`src/rtl/instruction_fetch.sv`:
```
// Instruction fetch stage: PC register, byte-loaded instruction memory, next-PC select.
// Optional IF_ALIGN_CHECK_EN: misaligned branch/jump targets freeze fetch and raise o_addr_error.
module instruction_fetch #(
  parameter int PC_SIZE = 32,
  parameter int INSTRUCTION_SIZE = 32,
  parameter int MEM_DEPTH = 64,
  parameter logic [INSTRUCTION_SIZE-1:0] HALT_WORD = 32'hFFFF_FFFF
) (
  input  logic                        i_clk,
  input  logic                        i_reset_n,
  input  logic                        i_enable,
  input  logic                        i_stall,
  input  logic [1:0]                  i_pc_src,
  input  logic [PC_SIZE-1:0]          i_branch_addr,
  input  logic [PC_SIZE-1:0]          i_jump_addr,
  input  logic [PC_SIZE-1:0]          i_jr_addr,
  input  logic                        i_wr_en,
  input  logic [7:0]                  i_wr_byte,
  input  logic                        i_clear,
  output logic [PC_SIZE-1:0]          o_pc,
  output logic [PC_SIZE-1:0]          o_next_seq_pc,
  output logic [INSTRUCTION_SIZE-1:0] o_instruction,
  output logic                        o_halt,
  output logic                        o_mem_full,
  output logic                        o_mem_empty,
  output logic                        o_addr_error
);

  localparam int AW = $clog2(MEM_DEPTH);
  localparam int PW = AW + 3;
  localparam logic [PW-1:0] PTR_MAX = PW'(MEM_DEPTH * 4);

  logic [INSTRUCTION_SIZE-1:0] mem [MEM_DEPTH];
  logic [PW-1:0]               ptr;
  logic [PW-1:0]               ptr_inc;
  logic [1:0]                  lane;
  logic [PC_SIZE-1:0]          sel;
  logic [PC_SIZE-1:0]          tgt;
  logic                        upd;
  logic                        is_halt;
  logic                        bad;

  assign o_next_seq_pc = o_pc + PC_SIZE'(4);
  assign o_instruction = mem[o_pc[AW+1:2]];
  assign ptr_inc = ptr + PW'(1);
  assign lane = ~ptr[1:0];
  assign is_halt = (o_instruction == HALT_WORD);
  assign upd = i_enable && !i_stall && !o_halt
            && !o_addr_error && !i_wr_en;

  // Next-PC mux and target alignment handling
  always_comb begin
    sel = o_next_seq_pc;
    bad = 1'b0;
    unique case (i_pc_src)
      2'b00: sel = o_next_seq_pc;
      2'b01: sel = i_branch_addr;
      2'b10: sel = i_jump_addr;
      2'b11: sel = i_jr_addr;
      default: sel = o_next_seq_pc;
    endcase
`ifdef IF_ALIGN_CHECK_EN
    bad = (i_pc_src != 2'b00) && (sel[1:0] != 2'b00);
`endif
    tgt = sel & ~PC_SIZE'(3);
  end

  // Loader: big-endian byte writes, pointer and full/empty flags
  always_ff @(posedge i_clk or negedge i_reset_n) begin
    if (!i_reset_n) begin
      for (int k = 0; k < MEM_DEPTH; k++)
        mem[k] <= '0;
      ptr         <= '0;
      o_mem_full  <= 1'b0;
      o_mem_empty <= 1'b1;
    end else if (i_clear) begin
      ptr         <= '0;
      o_mem_full  <= 1'b0;
      o_mem_empty <= 1'b1;
    end else if (i_wr_en && !o_mem_full) begin
      mem[ptr[PW-2:2]][{lane, 3'b000} +: 8] <= i_wr_byte;
      ptr         <= ptr_inc;
      o_mem_full  <= (ptr_inc == PTR_MAX);
      o_mem_empty <= 1'b0;
    end
  end

`ifdef IF_ALIGN_CHECK_EN
  logic addr_err;
  assign o_addr_error = addr_err;
`else
  assign o_addr_error = 1'b0;
`endif

  // PC register with halt and alignment-error freeze
  always_ff @(posedge i_clk or negedge i_reset_n) begin
    if (!i_reset_n) begin
      o_pc   <= '0;
      o_halt <= 1'b0;
`ifdef IF_ALIGN_CHECK_EN
      addr_err <= 1'b0;
`endif
    end else if (i_clear) begin
      o_pc   <= '0;
      o_halt <= 1'b0;
`ifdef IF_ALIGN_CHECK_EN
      addr_err <= 1'b0;
`endif
    end else if (upd) begin
      if (is_halt)
        o_halt <= 1'b1;
      else if (bad) begin
`ifdef IF_ALIGN_CHECK_EN
        addr_err <= 1'b1;
`endif
      end else
        o_pc <= tgt;
    end
  end

endmodule

```
`config.mk`:
```
export PLATFORM = sky130hd
export DESIGN_NAME = instruction_fetch
export DESIGN_NICKNAME = d
export VERILOG_FILES = /design/src/rtl/instruction_fetch.sv
export SDC_FILE = /design/constraint.sdc
export NUM_CORES = 2
export LEC_CHECK = 0
export BUFFER_PORTS_ARGS = -buffer_cell sky130_fd_sc_hd__buf_2
export CORE_MARGIN = 3
export CORE_UTILIZATION = 25
export CTS_CLUSTER_DIAMETER = 80
export DETAILED_ROUTE_END_ITERATION = 12
export GPL_TIMING_DRIVEN = 0
export MAX_ROUTING_LAYER = met4
export PLACE_DENSITY = 0.5
export SLEW_MARGIN = 20
export SYNTH_ARGS = -nofsm -noshare
export SYNTH_HDL_FRONTEND = slang
export SYNTH_SLANG_ARGS = --single-unit
```
`constraint.sdc`:
```
create_clock -name i_clk -period 10.4 [get_ports i_clk]
set_clock_uncertainty 0.1 [all_clocks]
set_input_delay 1.56 -clock i_clk [delete_from_list [all_inputs] [get_ports i_clk]]
set_output_delay 1.56 -clock i_clk [all_outputs]
set_load 0.02 [all_outputs]
```
# Word-level counts from Yosys, hierarchy flattened
# Cells that the tools add are included.
[op_classes] n_addsub=3 multipliers=0 div=0 order_cmp=3 eq_ne=6 shift=2 muxes=19 n_bitwise=4 reduce_logical=16
[ops] op="bitwise mux 2048 bit" count=1
[ops] op="binary-select mux 32 bit (select 6 bit)" count=1
[ops] op="demux 32 bit (select 6 bit)" count=1
[ops] op="two-way mux 32 bit" count=6
[ops] op="case mux 32 bit (4 select lines)" count=1
[ops] op="adder 32 x 3 -> 32 bit (second input constant)" count=1
[ops] op="equality test 32 bit (second input constant)" count=1
[ops] op="variable shift 8 x 7 -> 32 bit (first input constant)" count=1
[ops] op="variable part select 8 x 7 -> 32 bit" count=1
[ops] op="two-way mux 9 bit" count=2
[ops] op=">= comparator 7 bit (second input constant)" count=2
[ops] op="inverter 6 -> 7 bit" count=2
[ops] op="adder 9 x 1 -> 9 bit (second input constant)" count=1
[ops] op="equality test 9 bit (second input constant)" count=1
[ops] op="less-than comparator 7 x 1 -> 1 bit (second input constant)" count=1
[ops] op="two-way mux 1 bit" count=7
[ops] op="negation 5 -> 7 bit" count=1
[ops] op="AND reduction 2 bit" count=3
[ops] op="nonzero test 2 bit" count=3
[ops] op="logical AND 1 bit" count=5
[ops] op="equality test 2 bit (second input constant)" count=2
[ops] op="zero test 1 bit" count=4
[ops] op="equality test 2 x 1 -> 1 bit (second input constant)" count=1
[ops] op="zero test 2 bit" count=1
[ops] op="3 further kinds" count=3
[word_totals] regBits=2092 latchBits=0 mem_bits_rw=0 romBits=0 out_inout_bits=100 word_cells=122 n_memories=0

# Logic depth before layout (Yosys ltp)
[depth] ltp_word=8 depth_mapped=19

# Least setup slack after synthesis
# Ideal clock, no wire load.
[synth_timing] kind="register -> output" from="register o_pc[2]" to="output o_next_seq_pc[27]" arrival_time_ns=3.070 required_ns=8.740 setup_slack_ns=5.670 stages_incl_launch_ff=16 path_buffers=7 path_cell_list="dfrtp_1 buf_6 buf_12 buf_12 buf_8 buf_12 buf_8 buf_6 inv_1 nor3_2 nand4_1 nor2_1 nand2_1 inv_1 nand3_1 xnor2_1"
[synth_between] elab_chain_len=1
[synth_rtl] element="start: declaration" line_no="20" rtl="output logic [PC_SIZE-1:0] o_pc,"
[synth_rtl] element="start signal: assignment" line_no="117" rtl="o_pc <= tgt;"
[synth_rtl] element="adder 32 x 3 -> 32 bit" line_no="43" rtl="assign o_next_seq_pc = o_pc + PC_SIZE'(4);"
[synth_rtl] element="end: declaration" line_no="21" rtl="output logic [PC_SIZE-1:0] o_next_seq_pc,"
# No other way between the ends.

# Worst setup path after layout
[layout_timing] from="register o_pc[3]" to="output o_instruction[5]"
[layout_between] elab_chain_len=4
[layout_rtl] element="inverter 6 -> 7 bit (not written as such)" line_no="44" rtl="assign o_instruction = mem[o_pc[AW+1:2]];"
[layout_rtl] element="binary-select mux 32 bit (select 6 bit)" line_no="44"
[layout_rtl] element="two-way mux 32 bit (not written as such) (2 in series)" line_no="44"
[layout_rtl] element="end: declaration" line_no="22" rtl="output logic [INSTRUCTION_SIZE-1:0] o_instruction,"
# No other way between the ends. The select of a mux whose other input is x is not followed.

==> metrics.txt <==
Final Instance Area approximately 110,000 sq um; fillcell total slightly below 40k; Commonest cells post-synth 2,509 x nand2_1, 2,089 x dfrtp_1, 2,084 x o21ai_0, 553 x clkbuf_1, 397 x mux4_2; Final Util 0.299; total track usage 0.263; hold crit path type in -> async; share of the synthesized area in the top cell type 0.557; initial antenna violation count 68; Worst slew margin 0.112; later-pin clock latency in the skew report 0.94 ns; CP max FO 13; vias in the first global route between 70k and 80k; most frequent cell after synthesis nand2_1; router iterations before antenna repair 6; part of the power in registers 0.422; Nets around 9.6k; YS warnings 0; switch share 0.303; CP Class reg -> out; sequential share of the synthesized area 0.557; Peak VDD IR 150 uV; WP data required around 8.7 ns; Clock power frac 0.436; RSZ-0062 raised after global routing no; Slew Viols, Final 0; Gate power share 0.142; top_reg_cell synth dfrtp_1; post-CTS setup buffer count 0; Synth Cell Area 93,900 sq um; RePlAce Congestion 1.04; Num Clock Sinks 2,090; Core Area between 300,000 and 400,000 sq um; DP HPWL 356 mm; via-per-instance ratio around 5.4; Cells after Synth ~9k; CP Capture Type output pin; total CTS buffers 232; Highest Clock Rate 111 MHz; global-route wire length before repair 673 mm; Worst setup SP type register; Unique masters post-synth 86; Detail Route Antenna Nets 0; Synth Register Bits 2,090; die height a little over 600 um; min Tclk post-route ~9.0 ns; drt drc 0; status finished clean; Max-Cap Viols 0; Fin Setup TNS 0 ns; worst-margin pin slew 1.33 ns; CTS Hold Bufs 0; largest net degree at the start of global routing about 130; area of the die between 300,000 and 400,000 sq um; Static Leak around 46 nW; Final WS setup about 1.4 ns; Area growth, synth to finish 18.8%; main area contributors after synthesis dfrtp_1 56%, o21ai_0 11%, nand2_1 10%; power density over the cells around 170 nW/um^2; I/O pins roughly 210; Initial Util 0.252; initial DRC count 11.9k; Placed Instance Area roughly 100,000 sq um; die width just over 600 um; share of layout cells above drive strength 1 0.146; DR vias around 80k; Avg Inst Size Synth 10.5 sq um; Final Hold Fails 0; dpl ws roughly 2.4 ns; Routed WL approximately 500 mm; largest area contributor in the netlist dfrtp_1; # resized after CTS 0; FP Rows 224; CTS tree yes; sw power 5.89 mW; maximum clock insertion buffer count 4; Final setup violation count 0; Internal 13.5 mW; WL/cell around 34 um; Port Buffer Count 198; clock-pin slew on the worst setup and hold paths about 0.060 ns; Data arrival, critical path between 7 and 8 ns; period utilisation layout 0.862; Post-synth EDFFs 0; H-tree level count 4; CTS root buffer clkbuf_16; Async SR Flop Fraction 1.00; GR Overflow Total 0
## path summary, 6_finish.rpt
check | startpoint | to | slack [ns] | cells past startpoint
min | i_reset_n | mem[929] | 0.35 | 1
max in group asynchronous | i_reset_n | mem[1043] | 6.14 | 7
min in group i_clk | mem[1323] | mem[1323] | 0.37 | 2
max reg2reg | o_pc[3] | o_pc[12] | 1.79 | 16
min reg2reg | mem[1323] | mem[1323] | 0.37 | 2
max | o_pc[3] | o_instruction[5] | 1.43 | 11
## cell families (layout without fill, tap and decap cells)
kind of cell,count (synthesis),in the layout,synth area share
muxes,734,734,0.134
and+or+nand+nor,2887,2887,0.122
adders and majority gates,6,6,0.000800
xor gates and xnor gates,37,37,0.00345
buffers and inverters,766,1481,0.0412
other,1,111,0.0000399
DFF,2090,2090,0.557
AOI/OAI and AO/OA,2458,2458,0.142
## state kept, by name (all words and copies together), names as in the netlist
signal / flops
mem: 2048
o_pc: 30
ptr: 9
o_halt: 1
o_mem_empty: 1
o_mem_full: 1
## layout make-up
cell class / count / area, sq um / area share
clock buffer: 350 / 6800 / 0.0610
sequential: 2090 / 52300 / 0.469
multi-input combinational: 6127 / 38100 / 0.341
inverter: 34 / 128 / 0.00114
antenna: 106 / 265 / 0.00238
buffer: 732 / 3830 / 0.0343
tap: 4972 / 6220 / 0.0558
clock inverter: 65 / 744 / 0.00667
timing repair buffer: 300 / 3180 / 0.0285
## cell usage in the layout, fill, tap and decap left out, drive strengths merged, types with 37 or more instances in the layout
cell type	netlist	layout
clkinv	1	48
nor2	136	136
a22oi	112	112
dfrtp	2089	2089
clkbuf	553	903
mux2	37	37
buf	178	478
nand2	2509	2509
mux4	409	409
a21oi	41	41
diode	0	106
nand3	87	87
mux2i	288	288
o21ai	2089	2089
inv	33	38
## through the flow
| step | hold slack (ns) | total power [mW] | cells |
|---|---|---|---|
| 6_report | 0.347 | 19.4 | 14800 |
| 5_1_grt | 0.350 | 19.7 | 14700 |
| 4_1_cts | 0.328 | 19.3 | 14700 |
| 3_5_place_dp | 0.363 | 11.0 | 14300 |
| 3_3_place_gp | 0.354 | 10.8 | 14200 |
| 2_1_floorplan | 0.342 | 9.20 | 8983 |
## per-layer routing
layer,global-route usage,vias to the layer above,part of all wire
met5,-,-,0
met4,0.180,0,0.082
met3,0.103,1306,0.13
met2,0.355,5060,0.41
met1,0.320,41200,0.38
li1,-,32700,-
## worst max-delay path, cell delays in order (launching register included)
cell and delay, ns:
dfrtp_1 0.61, buf_4 0.38, buf_4 0.44, buf_2 0.98
buf_2 0.83, buf_2 0.78, mux4_2 0.35, nor2_1 0.04
o21ai_0 0.57, nand3_1 0.42, o21ai_1 0.54, buf_2 0.29
## power groups by stage
stage	Combinational [mW]	Sequential (mW)	Clock (mW)
after floorplan	0.861	8.34	0
final	2.76	8.20	8.46
after global placement	2.46	8.37	0
after global routing	2.70	8.20	8.78
after detailed placement	2.61	8.35	0
after CTS	2.62	8.20	8.48
Power figures use the tool's default switching activity.
